`src/rtl/demux_1_2_stream_pkg.sv`:
```
// demux_1_2_stream_pkg: shared constants for the 1:2 stream demux
//   WIDTH_DEF            default payload width
//   ST_IDLE/LOCK0/LOCK1  route FSM encodings
package demux_1_2_stream_pkg;
    localparam int WIDTH_DEF = 8;
    localparam logic [1:0] ST_IDLE  = 2'd0;
    localparam logic [1:0] ST_LOCK0 = 2'd1;
    localparam logic [1:0] ST_LOCK1 = 2'd2;
endpackage

```
`src/rtl/demux_1_2_stream_slice.sv`:
```
// stream_reg_slice: one-entry registered output stage
//   clk, rst        clock, async active-high reset
//   d_data/d_last   beat to capture when d_load
//   d_load          capture strobe (only asserted while can_load)
//   q_data/q_last   registered beat, stable while q_valid & !q_ready
//   q_valid/q_ready downstream handshake
//   can_load        slot is empty or draining this cycle
module stream_reg_slice #(
    parameter int WIDTH = 8
) (
    input  logic             clk,
    input  logic             rst,
    input  logic [WIDTH-1:0] d_data,
    input  logic             d_last,
    input  logic             d_load,
    output logic [WIDTH-1:0] q_data,
    output logic             q_last,
    output logic             q_valid,
    input  logic             q_ready,
    output logic             can_load
);
    assign can_load = !q_valid | q_ready;

    always_ff @(posedge clk or posedge rst) begin
        if (rst) begin
            q_data  <= '0;
            q_last  <= 1'b0;
            q_valid <= 1'b0;
        end else if (d_load) begin
            q_data  <= d_data;
            q_last  <= d_last;
            q_valid <= 1'b1;
        end else if (q_ready) begin
            q_valid <= 1'b0;
        end
    end
endmodule

```
`src/rtl/demux_1_2_stream.sv`:
```
// demux_1_2_stream: routes whole packets from one stream to one of two registered outputs
//   clk, rst                          clock, async active-high reset
//   in_data/in_sel/in_last/in_valid   input beat; in_sel used on first beat only
//   in_ready                          ready of the currently routed output slice
//   outN_data/outN_last/outN_valid    registered channel N beat
//   outN_ready                        channel N consumer accepts
module demux_1_2_stream
    import demux_1_2_stream_pkg::*;
#(
    parameter int WIDTH = WIDTH_DEF
) (
    input  logic             clk,
    input  logic             rst,
    input  logic [WIDTH-1:0] in_data,
    input  logic             in_sel,
    input  logic             in_last,
    input  logic             in_valid,
    output logic             in_ready,
    output logic [WIDTH-1:0] out0_data,
    output logic             out0_last,
    output logic             out0_valid,
    input  logic             out0_ready,
    output logic [WIDTH-1:0] out1_data,
    output logic             out1_last,
    output logic             out1_valid,
    input  logic             out1_ready
);
    logic [1:0] state, nxt;
    logic       route, acc, can0, can1;

    // The lock overrides in_sel for every beat after the first of a packet.
    assign route    = (state == ST_LOCK0) ? 1'b0 : (state == ST_LOCK1) ? 1'b1 : in_sel;
    assign in_ready = route ? can1 : can0;
    assign acc      = in_valid & in_ready;

    always_comb begin
        nxt = !acc ? state :
              in_last ? ST_IDLE :
              (state == ST_LOCK0 || state == ST_LOCK1) ? state :
              route ? ST_LOCK1 : ST_LOCK0;
    end

    always_ff @(posedge clk or posedge rst) begin
        if (rst) state <= ST_IDLE;
        else     state <= nxt;
    end

    stream_reg_slice #(.WIDTH(WIDTH)) u_s0 (
        .clk(clk), .rst(rst),
        .d_data(in_data), .d_last(in_last), .d_load(acc & !route),
        .q_data(out0_data), .q_last(out0_last), .q_valid(out0_valid),
        .q_ready(out0_ready), .can_load(can0)
    );

    stream_reg_slice #(.WIDTH(WIDTH)) u_s1 (
        .clk(clk), .rst(rst),
        .d_data(in_data), .d_last(in_last), .d_load(acc & route),
        .q_data(out1_data), .q_last(out1_last), .q_valid(out1_valid),
        .q_ready(out1_ready), .can_load(can1)
    );
endmodule

```
`config.mk`:
```
export PLATFORM = sky130hd
export DESIGN_NAME = demux_1_2_stream
export DESIGN_NICKNAME = d
export VERILOG_FILES = /design/src/rtl/demux_1_2_stream_pkg.sv /design/src/rtl/demux_1_2_stream_slice.sv /design/src/rtl/demux_1_2_stream.sv
export SDC_FILE = /design/constraint.sdc
export NUM_CORES = 1
export LEC_CHECK = 0
export CORE_MARGIN = 2
export CORE_UTILIZATION = 38
export DETAILED_ROUTE_END_ITERATION = 10
export GPL_TIMING_DRIVEN = 1
export PLACE_DENSITY = 0.73
export SLEW_MARGIN = 30
export SYNTH_ARGS = -nofsm -noshare
export SYNTH_HDL_FRONTEND = slang
export SYNTH_SLANG_ARGS = --single-unit
```
`constraint.sdc`:
```
create_clock -name clk -period 1.5 [get_ports clk]
set_input_delay 0.15 -clock clk [delete_from_list [all_inputs] [get_ports clk]]
set_output_delay 0.15 -clock clk [all_outputs]
set_load 0.01 [all_outputs]
```
==> results of run 1 <==
-- worst max-delay path, delay by kind of cell, from the launching register on --
family	cells	cell delay, ns
AND/OR/NAND/NOR	2	0.11
adder cells (fa/ha/maj)	1	0.16
buffers and inverters	2	0.21
flip-flops	1	0.46
AO/OA/AOI/OAI	1	0.24
-- registers in the layout, summed over array words and instances, names as in the netlist --
| signal | cells |
|---|---|
| u_s1.q_last | 1 |
| u_s1.q_data | 8 |
| u_s0.q_last | 1 |
| state | 2 |
| u_s0.q_valid | 1 |
| u_s0.q_data | 8 |
| u_s1.q_valid | 1 |
-- layout make-up --
| class | instances | share of cell area |
|---|---|---|
| Multi-Input combinational cell | 40 | 0.323 |
| Timing Repair Buffer | 47 | 0.283 |
| Sequential cell | 22 | 0.349 |
| Clock buffer | 3 | 0.0143 |
| Tap cell | 30 | 0.0238 |
| Inverter | 3 | 0.00713 |
-- final timing paths --
check                                             end  slack [ns]  depth (start not counted)
hold reg to reg            u_s1.q_data[0]$_DFFE_PP0P_        0.51                          1
setup reg to reg              u_s0.q_last$_DFFE_PP0P_       -0.09                          5
min in group clk           u_s0.q_data[1]$_DFFE_PP0P_        0.48                          2
max in group asynchronous    u_s1.q_valid$_DFFE_PP0P_        1.10                          3
setup / recovery                             in_ready       -0.12                          6
hold / removal             u_s0.q_data[1]$_DFFE_PP0P_        0.18                          3
-- through the flow --
| stage | utilization | TNS, ns | setup WS (ns) | total power [W] | area [sq um] |
|---|---|---|---|---|---|
| 6_report | 0.649 | -1.24 | -0.121 | 0.00312 | 1580 |
| 3_5_place_dp | 0.586 | -2.35 | -0.198 | 0.00257 | 1430 |
| 4_1_cts | 0.637 | -0.691 | -0.0961 | 0.00306 | 1550 |
| 2_1_floorplan | - | 0 | 0.0169 | 0.00176 | 981 |
| 3_3_place_gp | 0.586 | -1.65 | -0.168 | 0.00251 | 1430 |
| 5_1_grt | 0.649 | -2.29 | -0.190 | 0.00331 | 1580 |
-- metal layers --
| layer | track usage | up-vias | wire length (um) |
|---|---|---|---|
| met5 | 0 | - | 0 |
| met4 | 0.0750 | 0 | 36 |
| met3 | 0.0246 | 4 | 101 |
| met2 | 0.285 | 23 | 1200 |
| met1 | 0.223 | 351 | 952 |
| li1 | - | 333 | - |
-- cells by family after synthesis --
| family | count (synthesis) | synth area share |
|---|---|---|
| compound gates | 6 | 0.0521 |
| flops | 22 | 0.573 |
| simple gates | 14 | 0.0911 |
| fa+ha+maj | 2 | 0.0260 |
| mux | 18 | 0.223 |
| buf+inv | 5 | 0.0352 |
-- repair_timing --
action,in CTS,in global routing
resized for setup,26,5
endpoints found under the setup margin,21,21
pin swaps,5,2
endpoints found under the hold margin,0,0
setup buffers,3,1
-- power by group --
| group | internal, W | switching (W) | total (W) | leakage [nW] |
|---|---|---|---|---|
| registers | 0.000882 | 0.000182 | 0.00106 | 0.262 |
| logic | 0.00115 | 0.000645 | 0.00179 | 0.407 |
| clock network | 0.0000936 | 0.000166 | 0.000260 | 0.0138 |
| total | 0.00212 | 0.000992 | 0.00312 | 0.684 |
-- placed cells by master, fill, tap and decap left out, types with 2 or more instances in the layout --
cell,count
ha_4,2
o31ai_4,2
buf_6,3
mux2_4,12
clkbuf_4,3
clkdlybuf4s50_1,34
dfrtp_1,22
nor3b_1,2
mux2_2,6
nand2_1,2
and3_4,2
nor2_1,3
buf_4,9
inv_2,2
==> run metrics, run 1 <==
Worst setup EP type=primary output; sequential fraction of the synthesis area=0.573; Max Cap Viol=0; Yosys top cell by area=dfrtp_1; Initial Utilization=0.395; largest net degree at the start of global routing=23; initial antenna violation count=0; vias in the first global route=701; post-route minimum period=1.62 ns; Area Growth Syn to Fin=64.3%; fill cell count=198; Cell Pwr Density=1970 nW/um^2; leakage=0.684 nW; routed vias=711; drt first-iter violations=3; most frequent CP cell=nor2_1; clk slew on worst S/H paths=0.11 ns; failing checks=setup timing; die area=2950 sq um; CTS Buf Count=3; Post-Syn Instances=67; Setup WS post-layout=-0.121 ns; Critical R2R Launch=state[0]$_DFFE_PP0P_; Via density=4.90; non-filler cells, final=145; CP peak stage delay=0.46 ns; clock sinks=22; Worst slew margin=0.811; Max Clock Freq=0.617 GHz; core footprint=2430 sq um; Post-Synthesis Cell Area=961 sq um; Antenna Cells=0; Netlist cell types=19; synth cell count leaders=22 x dfrtp_1, 15 x mux2_2, 3 x inv_1, 3 x mux2_4, 3 x nor2_1; post-route clock period utilization=1.08; top cells by area, synth=dfrtp_1 57%, mux2_2 18%, mux2_4 4.7%; Worst Tran Pin Value=0.279 ns; crit path max fanout=4; share of cells above drive strength 1=0.417; Die Wd=54.3 um; hold crit path type=in -> async; GPL Wtd Cong=0.754; CP max-delay cell=dfrtp_1; Seq. cell area=551 sq um; FFs w/ async S/R, synth=1.00; CTS tree=built; Yosys reg bits=22; Post-synth EDFFs=0; GRT Total Usage=0.172; CTS Buffer Depth=2; multi-input logic area=510 sq um; Startpoint Class=flop; kind of critical path=reg -> out; PortBufs=35; clk_lat worst skew=0.30 ns; total grt overflow=0; RSZ-0062 raised after global routing=yes; Die Ht=54.3 um; final hold vios=0; post-detail-place hpwl=1500 um; Max VDD drop=1.22 mV; critical path cell sequence=inv_2 -> ha_4 -> o21ba_4 -> nor2_1 -> nor2_1 -> buf_2; dpl cells=139; Synth Flop Type=dfrtp_1; first-pass GRT wire length=3420 um; drc violations=0; count leader, synth=dfrtp_1; Cell Rows=18; Layout Nets=134; endpoints failing setup=18; CTS Hold Bufs=0; H-tree levels=1; Pins Over Slew Limit=0; Mapped Nets=84; post-route clock skew=0.00237 ns; area share of the largest cell type after synthesis=0.573; DRT Wirelength=2290 um; Mapped Avg Cell Area=14.3 sq um; DRT Pass-1 Iters=4; CP startpoint=state[1]$_DFFE_PP0P_; Syn. warnings=0; WL/cell=15.8 um; critical path arrival=1.47 ns; I/O pin cnt=36; ANT nets after route=0; status=finished with violations; final hold slack=0.183 ns; Clock Tree Root=clkbuf_4; Critical Path RT=1.35 ns
Power figures use the tool's default switching activity.
==> inputs of run 2 (changes only) <==
==> constraint.sdc (replaced) <==
create_clock -name clk -period 1.5 [get_ports clk]
set_input_delay 0.15 -clock clk [delete_from_list [all_inputs] [get_ports clk]]
set_output_delay 0.15 -clock clk [all_outputs]
set_load 0.02 [all_outputs]
==> run metrics, run 2 (synthesized netlist as in run 1, its figures left out) <==
status=finished with violations (unchanged); failing checks=setup timing (unchanged); GPL Wtd Cong=0.758 (was 0.754); largest registers=u_s0.q_data x8, u_s1.q_data x8, state x2 (unchanged); CTS Hold Bufs=0 (unchanged); critical path arrival=1.49 ns (was 1.47 ns); leakage=0.799 nW (was 0.684 nW); total design power=0.00340 W (was 0.00312 W); ANT nets after route=0 (unchanged); kind of critical path=reg -> out (unchanged); initial antenna violation count=0 (unchanged); endpoints failing setup=18 (unchanged); Critical Path RT=1.35 ns (about the same); Via density=5.05 (was 4.90); commonest cells after routing, fill and taps aside=24 x clkdlybuf4s50_1, 22 x dfrtp_1, 13 x buf_4 (was 34 x clkdlybuf4s50_1, 22 x dfrtp_1, 12 x mux2_4); Cell Pwr Density=2080 nW/um^2 (was 1970 nW/um^2); routed vias=753 (was 711); dpl cells=141 (was 139); WL/cell=16.3 um (was 15.8 um); drt first-iter violations=2 (was 3); die area=2950 sq um (unchanged); WP buf/inv=2 (unchanged); DRT Pass-1 Iters=2 (was 4); CTS tree=built (unchanged); Area Growth Syn to Fin=69.9% (was 64.3%); multi-input logic area=492 sq um (was 510 sq um); clk slew on worst S/H paths=0.12 ns (was 0.11 ns); RSZ-0062 raised after global routing=yes (unchanged); Die Wd=54.3 um (unchanged); Die Ht=54.3 um (unchanged); Cell Rows=18 (unchanged); RR Endpoint=u_s1.q_data[6]$_DFFE_PP0P_ (was u_s0.q_last$_DFFE_PP0P_); largest net degree at the start of global routing=23 (unchanged); Worst setup EP type=primary output (unchanged); clock sinks=22 (unchanged); total grt overflow=0 (unchanged); hold crit path type=in -> async (unchanged); share of cells above drive strength 1=0.437 (was 0.417); Max Clock Freq=0.609 GHz (was 0.617 GHz); CP peak stage delay=0.42 ns (was 0.46 ns); Worst Tran Pin Value=0.331 ns (was 0.279 ns); Antenna Cells=0 (unchanged); drc violations=0 (unchanged); PortBufs=35 (unchanged); Max Cap Viol=0 (unchanged); GRT Total Usage=0.187 (was 0.172); Worst slew margin=0.777 (was 0.811); Reg2Reg Setup Slack=-0.14 ns (was -0.09 ns); delay-heaviest family, CP=flip-flops (unchanged); Seq. cell area=551 sq um (unchanged); CTS Buffer Depth=2 (unchanged); vias in the first global route=793 (was 701); H-tree levels=1 (unchanged); post-detail-place hpwl=1600 um (was 1500 um); Layout Nets=137 (was 134); non-filler cells, final=149 (was 145); post-route clock period utilization=1.10 (was 1.08); CP max-delay cell=dfrtp_1 (unchanged); Startpoint Class=flop (unchanged); Max VDD drop=1.29 mV (was 1.22 mV); crit path max fanout=3 (was 4); Clock Tree Root=clkbuf_4 (unchanged); R2R cell count=6 (was 5); core footprint=2430 sq um (unchanged); I/O pin cnt=36 (unchanged); CTS Buf Count=3 (unchanged); post-route clock skew=0.00206 ns (was 0.00237 ns); first-pass GRT wire length=3760 um (was 3420 um); final hold slack=0.167 ns (was 0.183 ns); Setup WS post-layout=-0.143 ns (was -0.121 ns); leading cell type in the layout, fill and taps excluded=clkdlybuf4s50_1 (unchanged); final hold vios=0 (unchanged); post-route minimum period=1.64 ns (was 1.62 ns); DRT Wirelength=2430 um (was 2290 um); Pins Over Slew Limit=0 (unchanged); Initial Utilization=0.395 (unchanged); fill cell count=202 (was 198); clk_lat worst skew=0.30 ns (about the same); critical path cell sequence=inv_2 -> ha_4 -> o21ba_4 -> nor2_2 -> nor2_1 -> buf_4 (was inv_2 -> ha_4 -> o21ba_4 -> nor2_1 -> nor2_1 -> buf_2); Critical R2R Launch=state[1]$_DFFE_PP0P_ (was state[0]$_DFFE_PP0P_)
-- run 2: cell count changes in the layout (fill, tap and decap cells not counted), sizes merged --
| cell | delta |
|---|---|
| dlymetal6s2s | +10 |
| clkdlybuf4s50 | -10 |
| buf | +3 |
| clkbuf | +1 |
-- run 2: report_power, final --
part           internal, W  switching [W]
Combinational      0.00114       0.000872
Sequential        0.000882       0.000177
Clock             0.000148       0.000177
-- run 2: through the flow --
step / utilization / setup TNS, ns / cell area, sq um / worst slack [ns]
2_1_floorplan: - / 0 / 981 / 0.0169
3_3_place_gp: 0.593 / -2.51 / 1440 / -0.210
3_5_place_dp: 0.593 / -2.97 / 1440 / -0.263
4_1_cts: 0.636 / -1.31 / 1550 / -0.125
5_1_grt: 0.671 / -2.68 / 1630 / -0.207
6_report: 0.671 / -1.94 / 1630 / -0.143
-- run 2: worst reg2reg max path, cell delays in order, from the launching register on --
cell and delay (ns):
dfrtp_1 0.44, inv_2 0.06, ha_2 0.17, o21ba_4 0.23, buf_4 0.10, and3_4 0.23
mux2_4 0.31
-- run 2: cell type report --
| type | count | area share |
|---|---|---|
| flip-flops and latches | 22 | 0.337 |
| multi-input cells | 40 | 0.301 |
| inverters | 3 | 0.00690 |
| well taps | 30 | 0.0230 |
| repair buffers | 50 | 0.310 |
| clock buffers | 4 | 0.0222 |
-- run 2: per-layer routing --
metal	part of all wire	track usage	wire, um	up-vias
met5	0	0	0	-
met4	0.017	0.0875	42	0
met3	0.048	0.0464	117	4
met2	0.53	0.321	1280	23
met1	0.41	0.217	986	383
li1	-	-	-	343
-- run 2: what timing repair did --
item	in CTS	in global routing
buffers inserted	1	3
pin swaps	2	0
endpoints found under the setup margin	21	31
cloned	0	0
gates resized for setup	22	17
-- run 2: how the worst max path moves through the flow --
stage	from	endpoint	cells after the start	slack [ns]
6_report	state[0]$_DFFE_PP0P_	in_ready	6	-0.14
5_1_grt	state[1]$_DFFE_PP0P_	in_ready	6	-0.21
4_1_cts	state[1]$_DFFE_PP0P_	in_ready	6	-0.13
3_5_place_dp	in_sel	in_ready	5	-0.26
3_3_place_gp	in_sel	in_ready	5	-0.21
2_1_floorplan	state[0]$_DFFE_PP0P_	u_s1.q_data[5]$_DFFE_PP0P_	6	0.02
==> inputs of run 3 (changes only) <==
--- a/config.mk
+++ b/config.mk
@@ -5,6 +5,7 @@
 export SDC_FILE = /design/constraint.sdc
 export NUM_CORES = 1
 export LEC_CHECK = 0
+export CORE_ASPECT_RATIO = 0.7
 export CORE_MARGIN = 2
 export CORE_UTILIZATION = 38
 export DETAILED_ROUTE_END_ITERATION = 10
==> run metrics, run 3 (synthesized netlist as in run 1, its figures left out) <==
critical path arrival=1.91 ns (was 1.49 ns); Initial Utilization=0.394 (was 0.395); core footprint=2440 sq um (was 2430 sq um); die area=2950 sq um (about the same); leading cell type in the layout, fill and taps excluded=clkdlybuf4s50_1 (unchanged); kind of critical path=reg -> reg (was reg -> out); total grt overflow=0 (unchanged); met1 GRT Util=0.206 (was 0.217); WL/cell=15.3 um (was 16.3 um); hold crit path type=in -> async (unchanged); Startpoint Class=flop (unchanged); PortBufs=35 (unchanged); fill cell count=181 (was 202); post-route minimum period=1.69 ns (was 1.64 ns); Die Ht=46.1 um (was 54.3 um); GRT busiest layer=met2 (unchanged); crit path max fanout=4 (was 3); Int Pwr=0.00218 W (was 0.00217 W); failing checks=setup timing (unchanged); CTS tree=built (unchanged); initial antenna violation count=0 (unchanged); CTS Buffer Depth=2 (unchanged); Reg power frac=0.313 (was 0.311); Layout Utilization=0.666 (was 0.671); routed vias=733 (was 753); Cell Rows=15 (was 18); total design power=0.00339 W (was 0.00340 W); post-route clock period utilization=1.13 (was 1.10); share of cells above drive strength 1=0.441 (was 0.437); Cell Pwr Density=2090 nW/um^2 (was 2080 nW/um^2); Worst Tran Pin Value=0.287 ns (was 0.331 ns); pre-CTS setup slack=-0.256 ns (was -0.263 ns); drc violations=0 (unchanged); I/O pin cnt=36 (unchanged); Max VDD drop=0.985 mV (was 1.29 mV); final hold vios=0 (unchanged); status=finished with violations (unchanged); Pins Over Slew Limit=0 (unchanged); clk_lat worst skew=0.31 ns (was 0.30 ns); Max Cap Viol=0 (unchanged); setup_tns=-2.00 ns (was -1.94 ns); DRT Wirelength=2320 um (was 2430 um); Max Clock Freq=0.592 GHz (was 0.609 GHz); RSZ-0062 raised after global routing=yes (unchanged); Antenna Cells=0 (unchanged); clk slew on worst S/H paths=0.12 ns (about the same); Worst slew margin=0.809 (was 0.777); first-pass GRT wire length=3370 um (was 3760 um); ANT nets after route=0 (unchanged); commonest cells after routing, fill and taps aside=28 x clkdlybuf4s50_1, 22 x dfrtp_1, 17 x mux2_4 (was 24 x clkdlybuf4s50_1, 22 x dfrtp_1, 13 x buf_4); GR Util met3=0.0611 (was 0.0464); Via density=4.82 (was 5.05); endpoints failing setup=21 (was 18); H-tree levels=1 (unchanged); GRT Total Usage=0.155 (was 0.187); CTS Hold Bufs=0 (unchanged); leakage=0.780 nW (was 0.799 nW); largest registers=u_s0.q_data x8, u_s1.q_data x8, state x2 (unchanged); Net Sw Frac=0.356 (was 0.361); DRT Pass-1 Iters=2 (unchanged); drt first-iter violations=27 (was 2); Critical Path RT=1.72 ns (was 1.35 ns); P_sw=0.00121 W (was 0.00123 W); CTS Buf Count=3 (unchanged); GPL Wtd Cong=0.838 (was 0.758); Die Wd=64.1 um (was 54.3 um); combinational fraction of design power=0.591 (was 0.593); grt met2 use=0.244 (was 0.321); post-route clock skew=0.00433 ns (was 0.00206 ns); final hold slack=0.158 ns (was 0.167 ns); Clock power frac=0.095 (was 0.096); Layout Nets=136 (was 137); Area Growth Syn to Fin=69.1% (was 69.9%); clock sinks=22 (unchanged); Setup WS post-layout=-0.188 ns (was -0.143 ns); vias in the first global route=715 (was 793); Clock Tree Root=clkbuf_4 (unchanged); post-detail-place hpwl=1560 um (was 1600 um); largest net degree at the start of global routing=23 (unchanged); Worst setup EP type=flop (was primary output)
## run 3: cell types whose count changed in the layout (fill, tap and decap cells not counted), sizes merged
cell,change
dlymetal6s2s,-4
buf,-1
clkdlybuf4s50,+4
## run 3: repair_timing
item,in CTS,in global routing
cloned,0,0
resized for setup,15,25
pin swaps,1,3
setup buffers,0,3
setup endpoints to repair,21,25
## run 3: worst paths after layout
check	start	slack, ns	to	cells after the start
max	state[0]$_DFFE_PP0P_	-0.19	state[0]$_DFFE_PP0P_	7
min	rst	0.16	u_s0.q_data[5]$_DFFE_PP0P_	3
max reg2reg	state[0]$_DFFE_PP0P_	-0.19	state[0]$_DFFE_PP0P_	7
min reg2reg	u_s0.q_data[2]$_DFFE_PP0P_	0.53	u_s0.q_data[2]$_DFFE_PP0P_	1
max in group asynchronous	rst	1.12	state[1]$_DFFE_PP0P_	3
min in group clk	in_data[1]	0.47	u_s1.q_data[1]$_DFFE_PP0P_	2
## run 3: final cells by class
class                           instances  area, sq um  share of cell area
Sequential cell                        22          551               0.339
Inverter                                3         11.3             0.00693
Multi-Input combinational cell         40          517               0.318
Timing Repair Buffer                   49          468               0.288
Clock buffer                            4         36.3              0.0223
Tap cell                               34         42.5              0.0262
## run 3: critical path: stages (launching register included)
cell     delay (ns)
dfrtp_1        0.44
inv_2          0.08
ha_4           0.18
o21ba_4        0.19
buf_4          0.15
and3_4         0.19
buf_4          0.15
o31ai_2        0.22
## run 3: per-layer routing
metal / wire (um) / vias to the layer above
li1: - / 343
met1: 1060 / 367
met2: 1130 / 21
met3: 122 / 2
met4: 13 / 0
met5: 0 / -
## run 3: stage by stage
step / cell area (sq um) / instances
floorplan: 981 / 67
global placement: 1450 / 146
detailed placement: 1450 / 146
CTS: 1530 / 150
global route: 1630 / 152
finish: 1630 / 152
## run 3: power by group through the flow
stage               Clock (W)  Sequential (W)  Combinational (W)
floorplan                   0         0.00138           0.000599
global placement            0         0.00104            0.00172
detailed placement          0         0.00106            0.00175
CTS                  0.000337         0.00105            0.00182
global route         0.000355         0.00110            0.00211
finish               0.000324         0.00106            0.00201
